===== config.mk =====
export PLATFORM = sky130hd
export DESIGN_NAME = param_universal_shift_register
export DESIGN_NICKNAME = d
export VERILOG_FILES = /design/src/rtl/param_universal_shift_register.sv
export SDC_FILE = /design/constraint.sdc
export NUM_CORES = 1
export LEC_CHECK = 0
export ABC_AREA = 1
export BUFFER_PORTS_ARGS = -buffer_cell sky130_fd_sc_hd__buf_2
export CORE_ASPECT_RATIO = 0.5
export CORE_MARGIN = 1
export CORE_UTILIZATION = 40
export CTS_BUF_LIST = sky130_fd_sc_hd__clkbuf_4
export DETAILED_ROUTE_END_ITERATION = 7
export SKIP_LAST_GASP = 1
export SLEW_MARGIN = 5
export SYNTH_ARGS = -nofsm -noshare
export SYNTH_HDL_FRONTEND = slang
export SYNTH_SLANG_ARGS = --single-unit

===== constraint.sdc =====
create_clock -name clk_i -period 1.65 [get_ports clk_i]
set_clock_uncertainty 0.05 [all_clocks]
set_input_delay 0.2475 -clock clk_i [delete_from_list [all_inputs] [get_ports clk_i]]
set_output_delay 0.2475 -clock clk_i [all_outputs]
set_load 0.1 [all_outputs]

===== src/rtl/param_universal_shift_register.sv =====
// Universal shift register: load, logical/arithmetic shifts and rotates,
// issued as single steps or as counted bursts with a busy/done handshake.
module param_universal_shift_register #(
  parameter int WIDTH = 8,
  parameter int CNT_W = 3
) (
  input  logic             clk_i,
  input  logic             rst_ni,
  input  logic             en_i,
  input  logic [2:0]       op_i,
  input  logic             start_i,
  input  logic [CNT_W-1:0] cnt_i,
  input  logic             sin_i,
  input  logic [WIDTH-1:0] i_i,
  output logic [WIDTH-1:0] q_o,
  output logic             sout_o,
  output logic             busy_o,
  output logic             done_o
);

  // state | meaning
  // IDLE  | accepts start (burst) or en (single step); start wins
  // BURST | applies latched op once per edge until rem reaches zero

  localparam logic [2:0] OP_HOLD0 = 3'b000;
  localparam logic [2:0] OP_LOAD  = 3'b001;
  localparam logic [2:0] OP_SHL   = 3'b010;
  localparam logic [2:0] OP_SHR   = 3'b011;
  localparam logic [2:0] OP_ROL   = 3'b100;
  localparam logic [2:0] OP_ROR   = 3'b101;
  localparam logic [2:0] OP_ASR   = 3'b110;
  localparam logic [2:0] OP_HOLD7 = 3'b111;

  typedef enum logic {IDLE = 1'b0, BURST = 1'b1} state_t;

  state_t           state_q;
  logic [2:0]       op_q;
  logic [CNT_W-1:0] rem_q;
  logic [WIDTH-1:0] q_q, q_d;
  logic             sout_q, sout_d;
  logic             busy_q, done_q;
  logic [2:0]       step_op;
  logic             step_en;
  logic             burst_noop;

  // During a burst the latched op drives the datapath; op_i is don't-care.
  assign step_op    = (state_q == BURST) ? op_q : op_i;
  assign step_en    = (state_q == BURST) || (!start_i && en_i);
  assign burst_noop = (cnt_i == '0) || (op_i == OP_LOAD) ||
                      (op_i == OP_HOLD0) || (op_i == OP_HOLD7);

  always_comb begin
    q_d    = q_q;
    sout_d = sout_q;
    case (step_op)
      OP_LOAD: q_d = i_i;
      OP_SHL: begin
        q_d    = {q_q[WIDTH-2:0], sin_i};
        sout_d = q_q[WIDTH-1];
      end
      OP_SHR: begin
        q_d    = {sin_i, q_q[WIDTH-1:1]};
        sout_d = q_q[0];
      end
      OP_ROL: begin
        q_d    = {q_q[WIDTH-2:0], q_q[WIDTH-1]};
        sout_d = q_q[WIDTH-1];
      end
      OP_ROR: begin
        q_d    = {q_q[0], q_q[WIDTH-1:1]};
        sout_d = q_q[0];
      end
      OP_ASR: begin
        q_d    = {q_q[WIDTH-1], q_q[WIDTH-1:1]};
        sout_d = q_q[0];
      end
      default: ;
    endcase
  end

  always_ff @(posedge clk_i or negedge rst_ni) begin
    if (!rst_ni) begin
      state_q <= IDLE;
      op_q    <= OP_HOLD0;
      rem_q   <= '0;
      q_q     <= '0;
      sout_q  <= 1'b0;
      busy_q  <= 1'b0;
      done_q  <= 1'b0;
    end else begin
      done_q <= 1'b0;
      if (step_en) begin
        q_q    <= q_d;
        sout_q <= sout_d;
      end
      case (state_q)
        IDLE: begin
          if (start_i) begin
            op_q  <= op_i;
            rem_q <= cnt_i;
            if (burst_noop) begin
              done_q <= 1'b1;
            end else begin
              busy_q  <= 1'b1;
              state_q <= BURST;
            end
          end
        end
        BURST: begin
          rem_q <= rem_q - 1'b1;
          if (rem_q == CNT_W'(1)) begin
            busy_q  <= 1'b0;
            done_q  <= 1'b1;
            state_q <= IDLE;
          end
        end
        default: state_q <= IDLE;
      endcase
    end
  end

  assign q_o    = q_q;
  assign sout_o = sout_q;
  assign busy_o = busy_q;
  assign done_o = done_q;

endmodule


==> results of run 1 <==
cells by family (layout without fill, tap and decap cells):
kind of cell               Yosys count  count (layout)  share of synthesized area (%)
AOI/OAI and AO/OA                   21              21                           9.07
and+or+nand+nor                    109             111                           44.4
buffers and inverters               29              67                           9.17
xor gates and xnor gates             1               1                          0.676
adders and majority gates            2               2                           1.93
DFF                                 18              18                           34.7
Yosys cell counts (3+ instances only):
master | count | area [um2]
sky130_fd_sc_hd__nand3_2 | 3 | 30.0
sky130_fd_sc_hd__nor3_1 | 4 | 20.0
sky130_fd_sc_hd__nand2_1 | 49 | 184
sky130_fd_sc_hd__a21oi_1 | 8 | 40.0
sky130_fd_sc_hd__nor2_1 | 18 | 67.6
sky130_fd_sc_hd__inv_1 | 23 | 86.3
sky130_fd_sc_hd__o211ai_1 | 3 | 22.5
sky130_fd_sc_hd__nand3_1 | 13 | 65.1
sky130_fd_sc_hd__nand2_4 | 7 | 78.8
sky130_fd_sc_hd__dfrtp_1 | 18 | 450
sky130_fd_sc_hd__o21ai_0 | 8 | 40.0
sky130_fd_sc_hd__inv_2 | 3 | 11.3
sky130_fd_sc_hd__nand2_2 | 12 | 75.1
cell usage in the layout, fill, tap and decap left out:
| cell type | instances |
|---|---|
| sky130_fd_sc_hd__ha_1 | 2 |
| sky130_fd_sc_hd__nor2_1 | 17 |
| sky130_fd_sc_hd__a211oi_1 | 1 |
| sky130_fd_sc_hd__clkbuf_4 | 3 |
| sky130_fd_sc_hd__buf_4 | 7 |
| sky130_fd_sc_hd__dlygate4sd3_1 | 1 |
| sky130_fd_sc_hd__o211ai_1 | 3 |
| sky130_fd_sc_hd__inv_2 | 3 |
| sky130_fd_sc_hd__nand2_2 | 11 |
| sky130_fd_sc_hd__nor2_2 | 1 |
| sky130_fd_sc_hd__nand3_4 | 5 |
| sky130_fd_sc_hd__inv_1 | 23 |
| sky130_fd_sc_hd__o21bai_1 | 1 |
| sky130_fd_sc_hd__nor2_4 | 1 |
| sky130_fd_sc_hd__xnor2_1 | 1 |
| sky130_fd_sc_hd__a21oi_1 | 8 |
| sky130_fd_sc_hd__o21ai_0 | 8 |
| sky130_fd_sc_hd__dfrtp_1 | 18 |
| sky130_fd_sc_hd__nor3_1 | 4 |
| sky130_fd_sc_hd__nor2_8 | 1 |
| sky130_fd_sc_hd__inv_4 | 1 |
| sky130_fd_sc_hd__nand2_4 | 10 |
| sky130_fd_sc_hd__nand3_2 | 1 |
| sky130_fd_sc_hd__buf_2 | 29 |
| sky130_fd_sc_hd__nand3_1 | 13 |
| sky130_fd_sc_hd__nand2_1 | 47 |
worst max-delay path: stages, from the launching register on:
cell                      delay, ps
sky130_fd_sc_hd__dfrtp_1        430
sky130_fd_sc_hd__inv_2          140
sky130_fd_sc_hd__nand2_2         80
sky130_fd_sc_hd__nand2_4        110
sky130_fd_sc_hd__nand3_4        130
sky130_fd_sc_hd__nand3_4        160
sky130_fd_sc_hd__nand2_4         70
sky130_fd_sc_hd__inv_2          140
sky130_fd_sc_hd__nor2_1          50
sky130_fd_sc_hd__a21oi_1        110
per-layer routing:
metal / vias up / GRT usage, % / wire length [um]
met5: - / 0 / 0
met1: 552 / 21.7 / 1440
li1: 651 / - / -
met4: 0 / 2.07 / 0
met3: 0 / 4.57 / 82
met2: 26 / 32.9 / 1430
repair_timing:
action | CTS | global route
endpoints found under the setup margin | 0 | 9
endpoints found under the hold margin | 18 | 0
gates resized for setup | 0 | 9
buffers inserted | 0 | 3
hold buffers | 1 | 0
worst max path at each step:
| stage | startpoint | slack [ps] | to |
|---|---|---|---|
| floorplan | q_o[7]$_DFFE_PN0P_ | 70 | q_o[0]$_DFFE_PN0P_ |
| global placement | state_q$_DFF_PN0_ | 70 | q_o[2]$_DFFE_PN0P_ |
| detailed placement | state_q$_DFF_PN0_ | 60 | q_o[2]$_DFFE_PN0P_ |
| CTS | state_q$_DFF_PN0_ | 40 | q_o[2]$_DFFE_PN0P_ |
| global route | state_q$_DFF_PN0_ | -8 | q_o[2]$_DFFE_PN0P_ |
| finish | state_q$_DFF_PN0_ | 110 | q_o[3]$_DFFE_PN0P_ |
flip-flops by register name, summed over array words and instances (netlist names):
name and count:
sout_o 1, rem_q 3, busy_o 1, q_o 8, op_q 3, state_q 1
done_o 1
final cells by class:
| class | instances | area share [%] |
|---|---|---|
| multi-input combinational | 135 | 48.7 |
| sequential | 18 | 27.7 |
| timing repair buffer | 37 | 12.8 |
| inverter | 27 | 6.38 |
| tap | 40 | 3.07 |
| clock buffer | 3 | 1.38 |
per-stage QoR:
stage | cells | area, um2
finish | 260 | 1630
global route | 260 | 1630
CTS | 255 | 1540
detailed placement | 251 | 1510
global placement | 251 | 1510
floorplan | 180 | 1300
==> reports/metrics.csv, run 1 <==
metric,value,unit
launch instance of the worst min-delay path,i_i[1],
"Distinct cells, synth",22,
initial DRC count,86,
final-report setup violation count,0,
All-Layer GR Usage,17.9,%
TritonCTS Sinks,18,
Mapped Nets,201,
startpoint type of the worst setup path,flop,
Final Core Density,53.4,%
fraction of synthesis flops using an asynchronous set or reset pin,100,%
Final TNS setup,0,ps
classification of the worst-slack hold path,in2reg,
Max Transition Viols Final,0,
first-pass iteration count of the detailed router,8,
Clock Pin Slew Worst Setup and Hold Paths,110,ps
count of fill cells added during filler insertion,326,
Die Wd,82.5,um
synthesized instance count,180,
failing checks,DRC,
layout net count,243,
Synth Register Bits,18,
antenna cells,0,
pre-CTS worst setup slack,63.6,ps
maximum number of pins on one net before global-route repair,19,
Area growth syn-to-layout,25.6,%
final hold viol count,0,
Std-Cell Rows,14,
worst-path maximum fanout,7,
capturing element type of the critical path,flop,
average wire per standard cell,11.3,um
post-route worst hold slack,124,ps
slew margin rel.,67.8,%
Max Root-Sink Buffers,2,
slew at the pin closest to its max-slew limit,486,ps
capture point of the worst reg-to-reg path,q_o[3]$_DFFE_PN0P_,
CTS root buf,sky130_fd_sc_hd__clkbuf_4,
Register-to-Register Setup Slack,110,ps
full die area,3490,um2
first-pass GRT wire length,4770,um
category of the critical setup timing path,reg2reg,
hold-critical path endpoint,q_o[1]$_DFFE_PN0P_,
number of flops mapped to enable cells by yosys,0,
reg2reg start,state_q$_DFF_PN0_,
worst path required time,1840,ps
via count of the first global-routing pass,1133,
H-tree Lvls,1,
half-perimeter wire length after detailed placement,2180,um
result of the run,finished with violations,
overflow left after global routing,0,
hold path depth,3,
Avg Vias per Cell,4.73,
"Arr. time, crit path",1720,ps
fraction of the cycle the final worst path needs,93.2,%
Highest Clock Rate,0.651,GHz
synthesized area divided by synthesized cell count,7.20,um2
final worst-path setup slack,113,ps
total wire length after detailed routing,2950,um
number of primary I/O pins,30,
Initial Util,42.5,%
final worst path period need,1540,ps
clock tree from TritonCTS,yes,
vias after detailed routing,1229,
number of warning messages in the yosys log,0,
Worst-Skew Late Latency,300,ps
number of buffers created by CTS,3,
"antenna viol nets, final",0,
drc violations,3,
share of final-layout standard cells stronger than drive strength 1,33.2,%
number of I/O port buffers,29,
max_cap viols,0,
Core Area,3050,um2
vertical extent of the die,42.3,um
Reg2Reg Depth,9,
GP Congestion,0.788,
footprint of the multi-input gates,793,um2
Post-Synthesis Cell Area,1300,um2
number of antenna violations at the first check in global routing,0,
dominant synthesized flop cell,sky130_fd_sc_hd__dfrtp_1,
Reg area,450,um2
post-synthesis sequential area ratio,34.7,%
Power of run 1 is not shown: default switching activity piles up to over one toggle a cycle in this logic, so the estimate is an artifact.
==> inputs of run 2 (changes only) <==
--- a/config.mk
+++ b/config.mk
@@ -9,11 +9,13 @@
 export BUFFER_PORTS_ARGS = -buffer_cell sky130_fd_sc_hd__buf_2
 export CORE_ASPECT_RATIO = 0.5
 export CORE_MARGIN = 1
-export CORE_UTILIZATION = 40
+export CORE_UTILIZATION = 47
 export CTS_BUF_LIST = sky130_fd_sc_hd__clkbuf_4
 export DETAILED_ROUTE_END_ITERATION = 7
+export PLACE_DENSITY = 0.71
 export SKIP_LAST_GASP = 1
 export SLEW_MARGIN = 5
 export SYNTH_ARGS = -nofsm -noshare
 export SYNTH_HDL_FRONTEND = slang
 export SYNTH_SLANG_ARGS = --single-unit
+export TNS_END_PERCENT = 20
==> constraint.sdc (replaced) <==
create_clock -name clk_i -period 1.8 [get_ports clk_i]
set_clock_uncertainty 0.05 [all_clocks]
set_input_delay 0.27 -clock clk_i [delete_from_list [all_inputs] [get_ports clk_i]]
set_output_delay 0.27 -clock clk_i [all_outputs]
set_load 0.1 [all_outputs]
==> run 2 against run 1 <==
The run now ends clean. Wire length is 7.4% lower. Sequential cell count is the same. Die area is 14% lower. Sequential share of layout area is 2.0 points higher. Worst setup slack better by 97 ps. Via count shrank 3.2%. Cell count down 3.8%.
==> reports/metrics.csv, run 2 (synthesized netlist as in run 1, its figures left out) <==
metric,value,unit
slew margin rel.,67.7,%
number of buffers created by CTS,3,
Die Wd,76.3,um
Core Area,2600,um2
total wire length after detailed routing,2730,um
slew at the pin closest to its max-slew limit,487,ps
global routing usage on met1,25.7,%
Clock Pin Slew Worst Setup and Hold Paths,110,ps
worst-path maximum fanout,10,
# hold bufs at CTS,1,
All-Layer GR Usage,20.7,%
result of the run,"finished, final reports clean",
Max Root-Sink Buffers,2,
initial DRC count,40,
"leading cell type in the layout, fill and taps excluded",sky130_fd_sc_hd__nand2_1,
global routing met2 resource utilization,36.7,%
Largest register FFs,8,
first-pass iteration count of the detailed router,4,
global routing's busiest layer,met2,
final hold viol count,0,
average wire per standard cell,10.9,um
final-report setup violation count,0,
category of the critical setup timing path,reg2reg,
Highest Clock Rate,0.629,GHz
number of setup buffers added after CTS,0,
"antenna viol nets, final",0,
final worst path period need,1590,ps
startpoint type of the worst setup path,flop,
unrepaired setup endpoints after global routing,no,
Reg area,450,um2
Worst-Skew Late Latency,290,ps
CTS root buf,sky130_fd_sc_hd__clkbuf_4,
worst path required time,1950,ps
number of I/O port buffers,29,
launch instance of the worst min-delay path,i_i[4],
Std-Cell Rows,13,
footprint of the multi-input gates,727,um2
post-route worst hold slack,151,ps
Max Transition Viols Final,0,
met3 capacity usage during global routing,6.12,%
maximum number of pins on one net before global-route repair,19,
fraction of the cycle the final worst path needs,88.3,%
H-tree Lvls,1,
clock tree from TritonCTS,yes,
vertical extent of the die,39.1,um
Area growth syn-to-layout,17.3,%
TritonCTS Sinks,18,
overflow left after global routing,0,
half-perimeter wire length after detailed placement,2110,um
number of primary I/O pins,30,
share of final-layout standard cells stronger than drive strength 1,29.6,%
vias after detailed routing,1190,
number of antenna violations at the first check in global routing,0,
full die area,2980,um2
GP Congestion,0.864,
Final TNS setup,0,ps
most frequent cells in the layout,"sky130_fd_sc_hd__nand2_1, sky130_fd_sc_hd__buf_2, sky130_fd_sc_hd__inv_1, sky130_fd_sc_hd__nor2_1, sky130_fd_sc_hd__dfrtp_1",
"Arr. time, crit path",1740,ps
reg2reg start,state_q$_DFF_PN0_,
classification of the worst-slack hold path,in2reg,
drc violations,0,
Initial Util,49.8,%
antenna cells,0,
Avg Vias per Cell,4.76,
layout net count,236,
capturing element type of the critical path,flop,
number of instances resized during post-cts repair,0,
beginning of the critical path,state_q$_DFF_PN0_,
first-pass GRT wire length,4550,um
count of fill cells added during filler insertion,265,
via count of the first global-routing pass,1017,
max_cap viols,0,
==> run 2: cell count changes in the layout (fill, tap and decap cells not counted) <==
cell and delta:
sky130_fd_sc_hd__buf_4 -5, sky130_fd_sc_hd__nand2_1 +2, sky130_fd_sc_hd__nand2_2 +1, sky130_fd_sc_hd__nand2_4 -3, sky130_fd_sc_hd__nand3_2 +2, sky130_fd_sc_hd__nand3_4 -3, sky130_fd_sc_hd__nor2_1 +1, sky130_fd_sc_hd__nor2_2 -1
sky130_fd_sc_hd__nor2_4 -1
==> run 2: final timing paths <==
path | to | slack (ps) | cells after the start
worst max-delay path | q_o[1]$_DFFE_PN0P_ | 210 | 10
worst min-delay path | q_o[4]$_DFFE_PN0P_ | 150 | 3
worst max register to register | q_o[1]$_DFFE_PN0P_ | 210 | 10
worst min register to register | sout_o$_DFFE_PN0P_ | 450 | 2
max in group asynchronous | done_o$_DFF_PN0_ | 1010 | 2
min in group asynchronous | q_o[3]$_DFFE_PN0P_ | 380 | 2
==> run 2: final cells by class <==
cell class | instances | area share [%]
Clock buffer | 3 | 1.48
Inverter | 27 | 6.83
Multi-Input combinational cell | 133 | 47.8
Sequential cell | 18 | 29.6
Tap cell | 37 | 3.05
Timing Repair Buffer | 32 | 11.2
==> run 2: stage by stage <==
stage / utilization (%) / cell area, um2 / setup WS [ps] / std cells
2_1_floorplan: - / 1300 / 225 / 180
3_3_place_gp: 57.2 / 1490 / 239 / 246
3_5_place_dp: 57.2 / 1490 / 228 / 246
4_1_cts: 58.4 / 1520 / 211 / 250
5_1_grt: 58.4 / 1520 / 53.1 / 250
6_report: 58.4 / 1520 / 210 / 250
==> run 2: worst max-delay path, cell delays in order, from the launching register on <==
cell	delay, ps
sky130_fd_sc_hd__dfrtp_1	420
sky130_fd_sc_hd__inv_2	190
sky130_fd_sc_hd__nand2_2	90
sky130_fd_sc_hd__nand2_4	110
sky130_fd_sc_hd__nand2_1	60
sky130_fd_sc_hd__nand2_1	90
sky130_fd_sc_hd__nand3_2	130
sky130_fd_sc_hd__nand2_2	130
sky130_fd_sc_hd__inv_2	80
sky130_fd_sc_hd__nor2_1	90
sky130_fd_sc_hd__a21oi_1	50
==> run 2: metal layers <==
| layer | part of all wire (%) | up-vias |
|---|---|---|
| met5 | 0 | - |
| met2 | 45 | 28 |
| met3 | 4.7 | 2 |
| met1 | 50 | 529 |
| li1 | - | 631 |
| met4 | 0.48 | 0 |
Power of run 2 is left out for the same reason.
==> inputs of run 3 (changes only) <==
==> constraint.sdc (replaced) <==
create_clock -name clk_i -period 1.8 [get_ports clk_i]
set_clock_uncertainty 0.05 [all_clocks]
set_input_delay 0.36 -clock clk_i [delete_from_list [all_inputs] [get_ports clk_i]]
set_output_delay 0.36 -clock clk_i [all_outputs]
set_load 0.1 [all_outputs]
==> run 3 against run 2 <==
Clock-buffer cell count stayed put. Register-to-register slack got worse by 30 ps. Sequential cell count did not move. Wire length grew 0.44%. Worst hold slack better by 88 ps. Worst setup slack worse by 35 ps. Core utilization grew 0.14 points. Final area rose by 0.25%. Critical path depth unchanged. Non-clock buffer count is the same. Die area stayed put. Highest routed layer unchanged.
==> reports/metrics.csv, run 3 (synthesized netlist as in run 1, its figures left out) <==
metric,value,unit
slew at the pin closest to its max-slew limit,485,ps
final hold viol count,0,
Avg Vias per Cell,4.80,
Initial Util,49.8,%
TritonCTS Sinks,18,
Clock Pin Slew Worst Setup and Hold Paths,110,ps
result of the run,"finished, final reports clean",
"Arr. time, crit path",1800,ps
CTS root buf,sky130_fd_sc_hd__clkbuf_4,
Max Transition Viols Final,0,
half-perimeter wire length after detailed placement,2170,um
Highest Clock Rate,0.615,GHz
first-pass iteration count of the detailed router,5,
overflow left after global routing,0,
max_cap viols,0,
most frequent cells in the layout,"sky130_fd_sc_hd__nand2_1, sky130_fd_sc_hd__buf_2, sky130_fd_sc_hd__inv_1, sky130_fd_sc_hd__nor2_1, sky130_fd_sc_hd__dfrtp_1",
slew margin rel.,67.9,%
layout net count,236,
total wire length after detailed routing,2740,um
number of I/O port buffers,29,
classification of the worst-slack hold path,in2reg,
category of the critical setup timing path,reg2reg,
worst-path maximum fanout,9,
fraction of the cycle the final worst path needs,90.3,%
first-pass GRT wire length,4540,um
via count of the first global-routing pass,1050,
full die area,2980,um2
initial DRC count,95,
average wire per standard cell,10.9,um
Final TNS setup,0,ps
GP Congestion,0.863,
number of primary I/O pins,30,
vias after detailed routing,1204,
All-Layer GR Usage,20.2,%
final worst path period need,1620,ps
Area growth syn-to-layout,17.6,%
vertical extent of the die,39.1,um
maximum number of pins on one net before global-route repair,19,
Core Area,2600,um2
drc violations,0,
Largest register FFs,8,
"antenna viol nets, final",0,
final-report setup violation count,0,
number of antenna violations at the first check in global routing,0,
antenna cells,0,
capturing element type of the critical path,flop,
share of final-layout standard cells stronger than drive strength 1,29.4,%
number of buffers created by CTS,3,
clock tree from TritonCTS,yes,
worst path required time,1970,ps
H-tree Lvls,1,
startpoint type of the worst setup path,flop,
number of instances resized during post-cts repair,0,
Worst-Skew Late Latency,300,ps
Max Root-Sink Buffers,2,
Std-Cell Rows,13,
unrepaired setup endpoints after global routing,no,
Die Wd,76.3,um
"leading cell type in the layout, fill and taps excluded",sky130_fd_sc_hd__nand2_1,
run 3: cell types whose count changed in the layout (fill, tap and decap cells not counted):
cell	before	now
sky130_fd_sc_hd__clkinv_1	0	1
run 3: area by class of cell:
class                           instances  area (um2)
Clock buffer                            3        22.5
Clock inverter                          1        3.75
Fill cell                             274        1080
Inverter                               27         104
Multi-Input combinational cell        133         727
Sequential cell                        18         450
Tap cell                               37        46.3
Timing Repair Buffer                   32         170
run 3: what timing repair did:
action,CTS,global route
hold endpoints to repair,18,0
hold buffers,1,0
setup endpoints to repair,0,0
buffers inserted,0,0
run 3: layer usage:
layer	share of wire (%)	up-vias	track usage (%)	wire (um)
met1	48	539	24.7	1330
met4	0.29	0	1.44	8
met5	0	-	0	0
li1	-	634	-	-
met3	5.7	2	6.12	156
met2	45	29	37.6	1250
run 3: critical path, stage by stage (launching register included):
cell and delay (ps):
sky130_fd_sc_hd__dfrtp_1 430, sky130_fd_sc_hd__buf_4 190, sky130_fd_sc_hd__nand2_1 90, sky130_fd_sc_hd__nand2_2 90, sky130_fd_sc_hd__nand2_2 100, sky130_fd_sc_hd__nand2_4 80
sky130_fd_sc_hd__nand2_4 90, sky130_fd_sc_hd__inv_4 50, sky130_fd_sc_hd__nor2_8 160, sky130_fd_sc_hd__nand2_1 70, sky130_fd_sc_hd__a21oi_1 160
run 3: through the flow:
step	instances	utilization [%]	area, um2	setup slack [ps]	hold WS, ps
global route	251	58.6	1520	68.0	230
detailed placement	246	57.2	1490	176	282
finish	251	58.6	1520	175	239
CTS	251	58.6	1520	150	228
global placement	246	57.2	1490	243	271
floorplan	180	-	1300	225	14.4
run 3: final timing paths:
check                           slack [ps]                 end  cells after the start                from
worst max register to register         180  q_o[6]$_DFFE_PN0P_                     10   state_q$_DFF_PN0_
max in group asynchronous              930  busy_o$_DFFE_PN0P_                      2              rst_ni
worst max-delay path                   180  q_o[6]$_DFFE_PN0P_                     10   state_q$_DFF_PN0_
min in group asynchronous              460  q_o[2]$_DFFE_PN0P_                      2              rst_ni
worst min register to register         460  sout_o$_DFFE_PN0P_                      2  sout_o$_DFFE_PN0P_
worst min-delay path                   240  q_o[5]$_DFFE_PN0P_                      3              i_i[5]
Power of run 3 is left out for the same reason.
